[src/rtl/cpu_pkg.sv]
// Shared CPU front-end definitions.
//   INSTR_W / ADDR_W : instruction word and PC widths
//   HLT_OPCODE       : opcode field value (instr[15:12]) of the halt instruction
//   NOP_INSTR        : word presented to decode when nothing is valid
//   fq_entry_t       : one fetch-queue entry, {pc, instr}
package cpu_pkg;

   localparam int INSTR_W = 16;
   localparam int ADDR_W  = 16;

   localparam logic [3:0]         HLT_OPCODE = 4'hF;
   localparam logic [INSTR_W-1:0] NOP_INSTR  = 16'h0000;

   typedef struct packed {
      logic [ADDR_W-1:0]  pc;
      logic [INSTR_W-1:0] instr;
   } fq_entry_t;

   function automatic logic is_halt(input logic [INSTR_W-1:0] instr);
      return instr[INSTR_W-1 -: 4] == HLT_OPCODE;
   endfunction

endpackage

[src/rtl/fq_storage.sv]
// Fetch-queue entry array: DEPTH x {pc, instr}.
//   clk      : write clock
//   we_i     : write enable
//   waddr_i  : write index
//   wdata_i  : entry written on the rising edge
//   raddr_i  : read index (combinational read)
//   rdata_o  : entry at raddr_i
// Contents are not reset; the owner masks reads while the queue is empty.
module fq_storage
   import cpu_pkg::*;
#(
   parameter int DEPTH = 4,
   parameter int PTR_W = 2
) (
   input  logic             clk,
   input  logic             we_i,
   input  logic [PTR_W-1:0] waddr_i,
   input  fq_entry_t        wdata_i,
   input  logic [PTR_W-1:0] raddr_i,
   output fq_entry_t        rdata_o
);

   fq_entry_t mem_q [DEPTH];

   always_ff @(posedge clk) begin
      if (we_i) mem_q[waddr_i] <= wdata_i;
   end

   assign rdata_o = mem_q[raddr_i];

endmodule

[src/rtl/fetch_queue.sv]
// Instruction fetch queue between the fetch and decode stages.
//   clk, rst_n          : clock, async active-low reset
//   if_valid/if_ready   : enqueue handshake, with if_pc / if_instr payload
//   id_valid/id_ready   : dequeue handshake, with id_pc / id_instr head entry
//   flush               : redirect; empties the queue and re-opens enqueue
//   count               : occupied entries (0..DEPTH)
//   hlt                 : sticky; a halt instruction has been handed to decode
// Once a halt instruction is enqueued no further fetches are accepted until
// flush/reset, while the entries already queued keep draining.
module fetch_queue
   import cpu_pkg::*;
#(
   parameter int DEPTH = 4,
   parameter int PTR_W = 2
) (
   input  logic               clk,
   input  logic               rst_n,
   input  logic               if_valid,
   input  logic [ADDR_W-1:0]  if_pc,
   input  logic [INSTR_W-1:0] if_instr,
   output logic               if_ready,
   output logic               id_valid,
   output logic [ADDR_W-1:0]  id_pc,
   output logic [INSTR_W-1:0] id_instr,
   input  logic               id_ready,
   input  logic               flush,
   output logic [PTR_W:0]     count,
   output logic               hlt
);

   localparam logic [PTR_W:0]   FULL_CNT = (PTR_W+1)'(DEPTH);
   localparam logic [PTR_W:0]   CNT_ONE  = (PTR_W+1)'(1);
   localparam logic [PTR_W-1:0] PTR_ONE  = PTR_W'(1);

   logic [PTR_W-1:0] wr_ptr_q, wr_ptr_d;
   logic [PTR_W-1:0] rd_ptr_q, rd_ptr_d;
   logic [PTR_W:0]   count_q,  count_d;
   logic             halt_seen_q, halt_seen_d;
   logic             hlt_q, hlt_d;

   logic      enq, deq;
   fq_entry_t wr_entry, head;

   // Ready/valid come from registered state only, so neither side sees a
   // combinational path from the other.
   assign if_ready = (count_q != FULL_CNT) && !halt_seen_q;
   assign id_valid = (count_q != '0);

   assign enq = if_valid && if_ready && !flush;
   assign deq = id_valid && id_ready && !flush;

   assign wr_entry = '{pc: if_pc, instr: if_instr};

   fq_storage #(.DEPTH(DEPTH), .PTR_W(PTR_W)) u_storage (
      .clk     (clk),
      .we_i    (enq),
      .waddr_i (wr_ptr_q),
      .wdata_i (wr_entry),
      .raddr_i (rd_ptr_q),
      .rdata_o (head)
   );

   // Storage is never reset, so stale words are masked while empty.
   assign id_pc    = id_valid ? head.pc    : '0;
   assign id_instr = id_valid ? head.instr : NOP_INSTR;
   assign count    = count_q;
   assign hlt      = hlt_q;

   always_comb begin
      wr_ptr_d    = wr_ptr_q;
      rd_ptr_d    = rd_ptr_q;
      count_d     = count_q;
      halt_seen_d = halt_seen_q;
      hlt_d       = hlt_q;

      if (flush) begin
         // hlt is deliberately untouched: it reports retirement to decode.
         wr_ptr_d    = '0;
         rd_ptr_d    = '0;
         count_d     = '0;
         halt_seen_d = 1'b0;
      end else begin
         if (enq) begin
            wr_ptr_d = wr_ptr_q + PTR_ONE;    // DEPTH is a power of two: wraps
            if (is_halt(if_instr)) halt_seen_d = 1'b1;
         end
         if (deq) begin
            rd_ptr_d = rd_ptr_q + PTR_ONE;
            if (is_halt(head.instr)) hlt_d = 1'b1;
         end
         case ({enq, deq})
            2'b10:   count_d = count_q + CNT_ONE;
            2'b01:   count_d = count_q - CNT_ONE;
            default: count_d = count_q;
         endcase
      end
   end

   always_ff @(posedge clk or negedge rst_n) begin
      if (!rst_n) begin
         wr_ptr_q    <= '0;
         rd_ptr_q    <= '0;
         count_q     <= '0;
         halt_seen_q <= 1'b0;
         hlt_q       <= 1'b0;
      end else begin
         wr_ptr_q    <= wr_ptr_d;
         rd_ptr_q    <= rd_ptr_d;
         count_q     <= count_d;
         halt_seen_q <= halt_seen_d;
         hlt_q       <= hlt_d;
      end
   end

endmodule
[config.mk]
export PLATFORM = sky130hd
export DESIGN_NAME = fetch_queue
export DESIGN_NICKNAME = d
export VERILOG_FILES = /design/src/rtl/cpu_pkg.sv /design/src/rtl/fq_storage.sv /design/src/rtl/fetch_queue.sv
export SDC_FILE = /design/constraint.sdc
export NUM_CORES = 1
export LEC_CHECK = 0
export CAP_MARGIN = 20
export CORE_AREA = 5 5 123 125
export DETAILED_ROUTE_END_ITERATION = 10
export DIE_AREA = 0 0 128 130
export GPL_ROUTABILITY_DRIVEN = 0
export PLACE_DENSITY_LB_ADDON = 0.15
export SYNTH_ARGS = -nofsm -noshare
export SYNTH_HDL_FRONTEND = slang
export SYNTH_SLANG_ARGS = --single-unit
export TNS_END_PERCENT = 10
[constraint.sdc]
create_clock -name clk -period 3.2 [get_ports clk]
set_clock_uncertainty 0.05 [all_clocks]
set_input_delay 0.8 -clock clk [delete_from_list [all_inputs] [get_ports clk]]
set_output_delay 0.8 -clock clk [all_outputs]
set_load 0.01 [all_outputs]
After elaboration in Yosys (flattened, before gate mapping)
Memory sizes are Yosys's and may differ from the RTL's.
Cells that the tools add are included.
{"block": "word_totals", "register_bits": 9, "mem_bits_rw": 128, "inputBits": 37, "out_inout_bits": 38, "word_cells": 43, "memories": 1}
{"block": "classes", "n_addsub": 4, "n_eq_ne": 5, "muxes": 13, "bitwise_logic": 1, "reduce_logical": 14}
{"name": "u_storage.mem_q", "depth": 4, "word_bits": 32, "rd": 1, "rd_ports_with_merged_regs": 0, "write_ports": 1, "line_no": "fq_storage.sv:23", "source": "fq_entry_t mem_q [DEPTH];"}
{"operator": "16-bit 2-to-1 mux", "count": 2}
{"operator": "4-bit == test (second input constant)", "count": 2}
{"operator": "2-bit 2-to-1 mux", "count": 4}
{"operator": "3-bit case mux with 2 select lines", "count": 1}
{"operator": "2-bit nonzero test", "count": 3}
{"operator": "3-bit nonzero test", "count": 2}
{"operator": "1-bit logical AND", "count": 5}
{"operator": "1-bit 2-to-1 mux", "count": 5}
{"operator": "2-bit by 1-bit adder with 2-bit output (second input constant)", "count": 2}
{"operator": "3-bit by 1-bit adder with 3-bit output (second input constant)", "count": 1}
{"operator": "3-bit 2-to-1 mux", "count": 1}
{"operator": "3-bit inequality test (second input constant)", "count": 1}
{"operator": "3-bit AND reduction", "count": 1}
{"operator": "3-bit by 1-bit subtractor with 3-bit output (second input constant)", "count": 1}
{"operator": "2-bit by 1-bit == test with 1-bit output (second input constant)", "count": 1}
{"operator": "2-bit == test (second input constant)", "count": 1}
{"operator": "1-bit logical NOT", "count": 2}
{"operator": "2-bit AND reduction", "count": 1}
{"operator": "1-bit NOT", "count": 1}

Logic depth before layout (Yosys ltp)
{"block": "depth", "word_depth": 7, "depth_mapped": 8}

By module
A second synthesis with hierarchy kept.
{"block": "unflattened", "cells_unflattened": 254, "area_unflattened_um2": 5420.2}
{"module": "fq_storage", "n_inst": 1, "cells_per_inst": 171, "area_each_um2": 4689.5, "seq_area_each_um2": 3843.7}
{"module": "fetch_queue", "n_inst": 1, "cells_per_inst": 83, "area_each_um2": 730.7, "seq_area_each_um2": 225.2}

Worst setup path before layout
OpenSTA, ideal clock, no wires.
{"block": "synth_path", "kind": "in2reg", "from": "input if_valid", "to": "register count_q[2], in the netlist count[2]", "t_arrival_ns": 2.583, "t_required_ns": 3.068, "path_slack_ns": 0.485, "stages": 8, "path_buffers": 1, "cell_sequence": "nand2b_1 > clkbuf_1 > o21bai_1 > nor2_1 > fa_1 > or4b_1 > a21o_1 > a31oi_1"}
{"block": "synth_via", "elab_chain_cells": 5, "elab_cells_between_ends": 7, "cone_classes": "eq/ne: 2; mux: 2; reduce/logical: 3"}
{"item": "start, declared", "line_no": "fetch_queue.sv:18", "source": "input logic if_valid,"}
{"item": "1-bit logical AND * (2 in series)", "line_no": "fetch_queue.sv:49", "source": "assign enq = if_valid && if_ready && !flush;"}
{"item": "2-bit by 1-bit == test with 1-bit output or 2-bit == test (tied branches)", "line_no": "fetch_queue.sv:91", "source": "case ({enq, deq})"}
{"item": "3-bit case mux with 2 select lines", "line_no": "fetch_queue.sv:91"}
{"item": "3-bit 2-to-1 mux", "line_no": "fetch_queue.sv:76", "source": "if (flush) begin"}
{"item": "end signal, assigned", "line_no": "fetch_queue.sv:109", "source": "count_q <= count_d;"}
{"item": "end, declared", "line_no": "fetch_queue.sv:37", "source": "logic [PTR_W:0] count_q, count_d;"}
Mark *: on every way between the ends. The rest lies on a longest branch, timed or not.
A chain may end at the register's enable or synchronous reset.

Worst setup path in the final report
{"block": "layout_path", "from": "register rd_ptr_q[0]", "to": "output id_pc[8]"}
{"block": "layout_via", "elab_chain_cells": 2}
{"item": "start, declared", "line_no": "fetch_queue.sv:36", "source": "logic [PTR_W-1:0] rd_ptr_q, rd_ptr_d;"}
{"item": "start signal, assigned", "line_no": "fetch_queue.sv:108", "source": "rd_ptr_q <= rd_ptr_d;"}
{"item": "memory 4 x 32 bit"}
{"item": "16-bit 2-to-1 mux", "line_no": "fetch_queue.sv:64", "source": "assign id_pc = id_valid ? head.pc : '0;"}
{"item": "end, declared", "line_no": "fetch_queue.sv:23", "source": "output logic [ADDR_W-1:0] id_pc,"}
Every way passes these cells.

==> out/qor.yml <==
clock_network:
  htree_levels: 4
  clockBufferDepth: 2
  cts_setup_buffers: 0
  cts_tree: "done"
  cts_root_buffer: "clkbuf_16"
  clkTransAtPathRegs_ns: 0.05
  ctsResizeCount: 1
  holdBufCountCts: 0
  cts_num_sinks: 137
  cts_buffers: 17
  clock_latency_ns: 0.41
synthesis:
  synth.avg_cell_area_sq_um: 19.8
  synth-main-ff-cell: "edfxtp_1"
  yosysWarnings: 0
  ys_seq_area_share_pct: 74.7
  synth_edf_count: 128
  synthCells: 275
  synth_cell_types: 35
  synth_fp_nets: 317
  async_flop_share_pct: 6.57
  synth_seq_cells: 137
  syn_area_sq_mm: 0.00545
sta:
  holdWs_ns: 0.447
  hold_viol_final: 0
  relSlewSlack_pct: 70.0
  final-setup-viol-count: 0
  rsz0062_at_grt: "false"
  finalSetupTns_ns: 0
  drv_slew: 0
  fmax_ghz: 0.325
  worst_pin_slew_ns: 0.449
  fin_crit_sh_pct: 96.0
  setup_ws_ns: 0.127
  period_needed_ns: 3.07
route:
  wl_per_cell_um: 18.0
  vias: 2806
  drc_errors: 0
  ant_nets: 0
  drt-initial-drc-count: 261
  vias_per_cell: 4.97
  drt-total-wl_um: 10200
  dr.pass1.iters: 4
setup_path:
  critical_path_class: "reg -> out"
  cp.arrival_ns: 2.22
  cp-end-kind: "primary output"
  required_ns: 2.35
  crit_path_start_kind: "flop"
  crit_path_max_fanout: 15
floorplanning:
  pin_count: 75
  fp-row-count: 43
  dieArea_sq_mm: 0.0166
  die_y_um: 130
  fp.dieW_um: 128
  core_sq_mm: 0.0138
  start_util_pct: 39.6
placed_design:
  pre_cts_slack_ns: 0.157
  hpwlAfterDp_um: 6390
  dpl_cell_area_sq_mm: 0.00655
  port_buffers: 74
  place_inst: 533
global_route:
  grt_antenna_before_repair: 0
  overflow: 0
  grtUsageTotal_pct: 13.2
  grt_max_degree: 36
  grt_pass1_wl_um: 16000
  grt_pass1_vias: 2928
run:
  max_cap_viol_count: 0
power_and_ir_drop:
  irDropWorstVdd_mv: 0.334
  finalPower_mw: 5.04
  p_per_area_mw_per_mm2: 706
  leakage_nw: 2.36
cells_and_area:
  drive_gt1_share_pct: 22.3
  fin_area_sq_mm: 0.00714
  finalNonFillerCells: 565
  insertedDiodeCount: 0
  nets: 414
  area_growth_pct: 31.1
  nFillCells: 1164
  fin_util_pct: 51.9
run_status:
  run_status: "finished clean"
worst_hold_path:
  hold_path_class: "reg -> reg"
[report_power, final]
| part | internal (mW) | leakage (nW) | total, mW | switching, mW |
|---|---|---|---|---|
| combinational | 0.601 | 0.802 | 1.06 | 0.457 |
| clock | 1.21 | 0.283 | 1.91 | 0.697 |
| sequential | 2.04 | 1.27 | 2.08 | 0.0390 |
[path summary, 6_finish.rpt]
kind,start,to,slack [ns],cells after the start
setup / recovery,rd_ptr_q[0],id_pc[8],0.13,4
hold / removal,hlt,hlt,0.45,2
setup reg to reg,count[0],count[2],0.48,8
hold reg to reg,hlt,hlt,0.45,2
max in group asynchronous,rst_n,rd_ptr_q[0],2.11,1
min in group asynchronous,rst_n,count[2],0.66,1
[synthesized netlist by cell type, drive strengths merged (3+ instances only)]
cell | count | area (sq um)
and2 | 36 | 225
nor2 | 7 | 28.8
a21oi | 3 | 15.0
nand3 | 3 | 15.0
dfrtp | 9 | 225
mux4 | 32 | 721
inv | 4 | 15.0
o21ai | 5 | 25.0
edfxtp | 128 | 3840
nand2 | 4 | 15.0
ha | 4 | 50.1
clkbuf | 8 | 30.0
buf | 7 | 42.5
[logic make-up after synthesis]
logic type	after synthesis	synth area share (%)
mux	32	13.2
compound gates	19	2.25
xor+xnor	2	0.322
fa+ha+maj	5	1.29
buf+inv	19	1.61
simple gates	61	6.61
flops	137	74.7
[critical path, stage by stage (launching register included)]
cell	delay [ns]
dfrtp_2	0.39
buf_6	0.24
mux4_2	0.53
and2_1	0.17
clkdlybuf4s50_1	0.47
[state kept, by name, indices dropped and copies added (netlist names)]
signal and flops:
wr_ptr_q 2, hlt 1, count 3, u_storage.mem_q 128
halt_seen_q 1, rd_ptr_q 2
[layer usage]
metal / track usage (%) / up-vias / routed length (um)
li1: - / 1292 / -
met1: 15.9 / 1444 / 4250
met2: 21.9 / 59 / 5420
met3: 3.68 / 11 / 371
met4: 6.49 / 0 / 140
met5: 0 / - / 0
[area by class of cell]
class / count / area [sq um] / area share (%)
inverters: 4 / 15.0 / 0.210
repair buffers: 93 / 953 / 13.3
clock buffers: 17 / 425 / 5.95
multi-input cells: 119 / 1300 / 18.1
flip-flops and latches: 137 / 4070 / 57.0
clock inverters: 15 / 158 / 2.21
well taps: 180 / 225 / 3.15
[cells in the final DEF (no fill, tap or decap), types with 2 or more instances in the layout]
cell type	instances
edfxtp_1	128
clkdlybuf4s50_1	74
mux4_2	32
and2_1	32
clkbuf_16	17
buf_4	12
dfrtp_1	7
nor2_1	6
o21ai_0	5
buf_12	5
nand2_1	4
inv_1	4
and2_2	4
ha_1	4
clkinv_2	4
clkinv_1	4
a21oi_1	3
nand3_1	3
bufinv_16	3
nand2b_1	2
or3_1	2
xor2_1	2
a31oi_1	2
o31ai_1	2
clkinvlp_4	2
buf_6	2
dfrtp_2	2
Note: power is estimated with default switching activity, not from simulation.
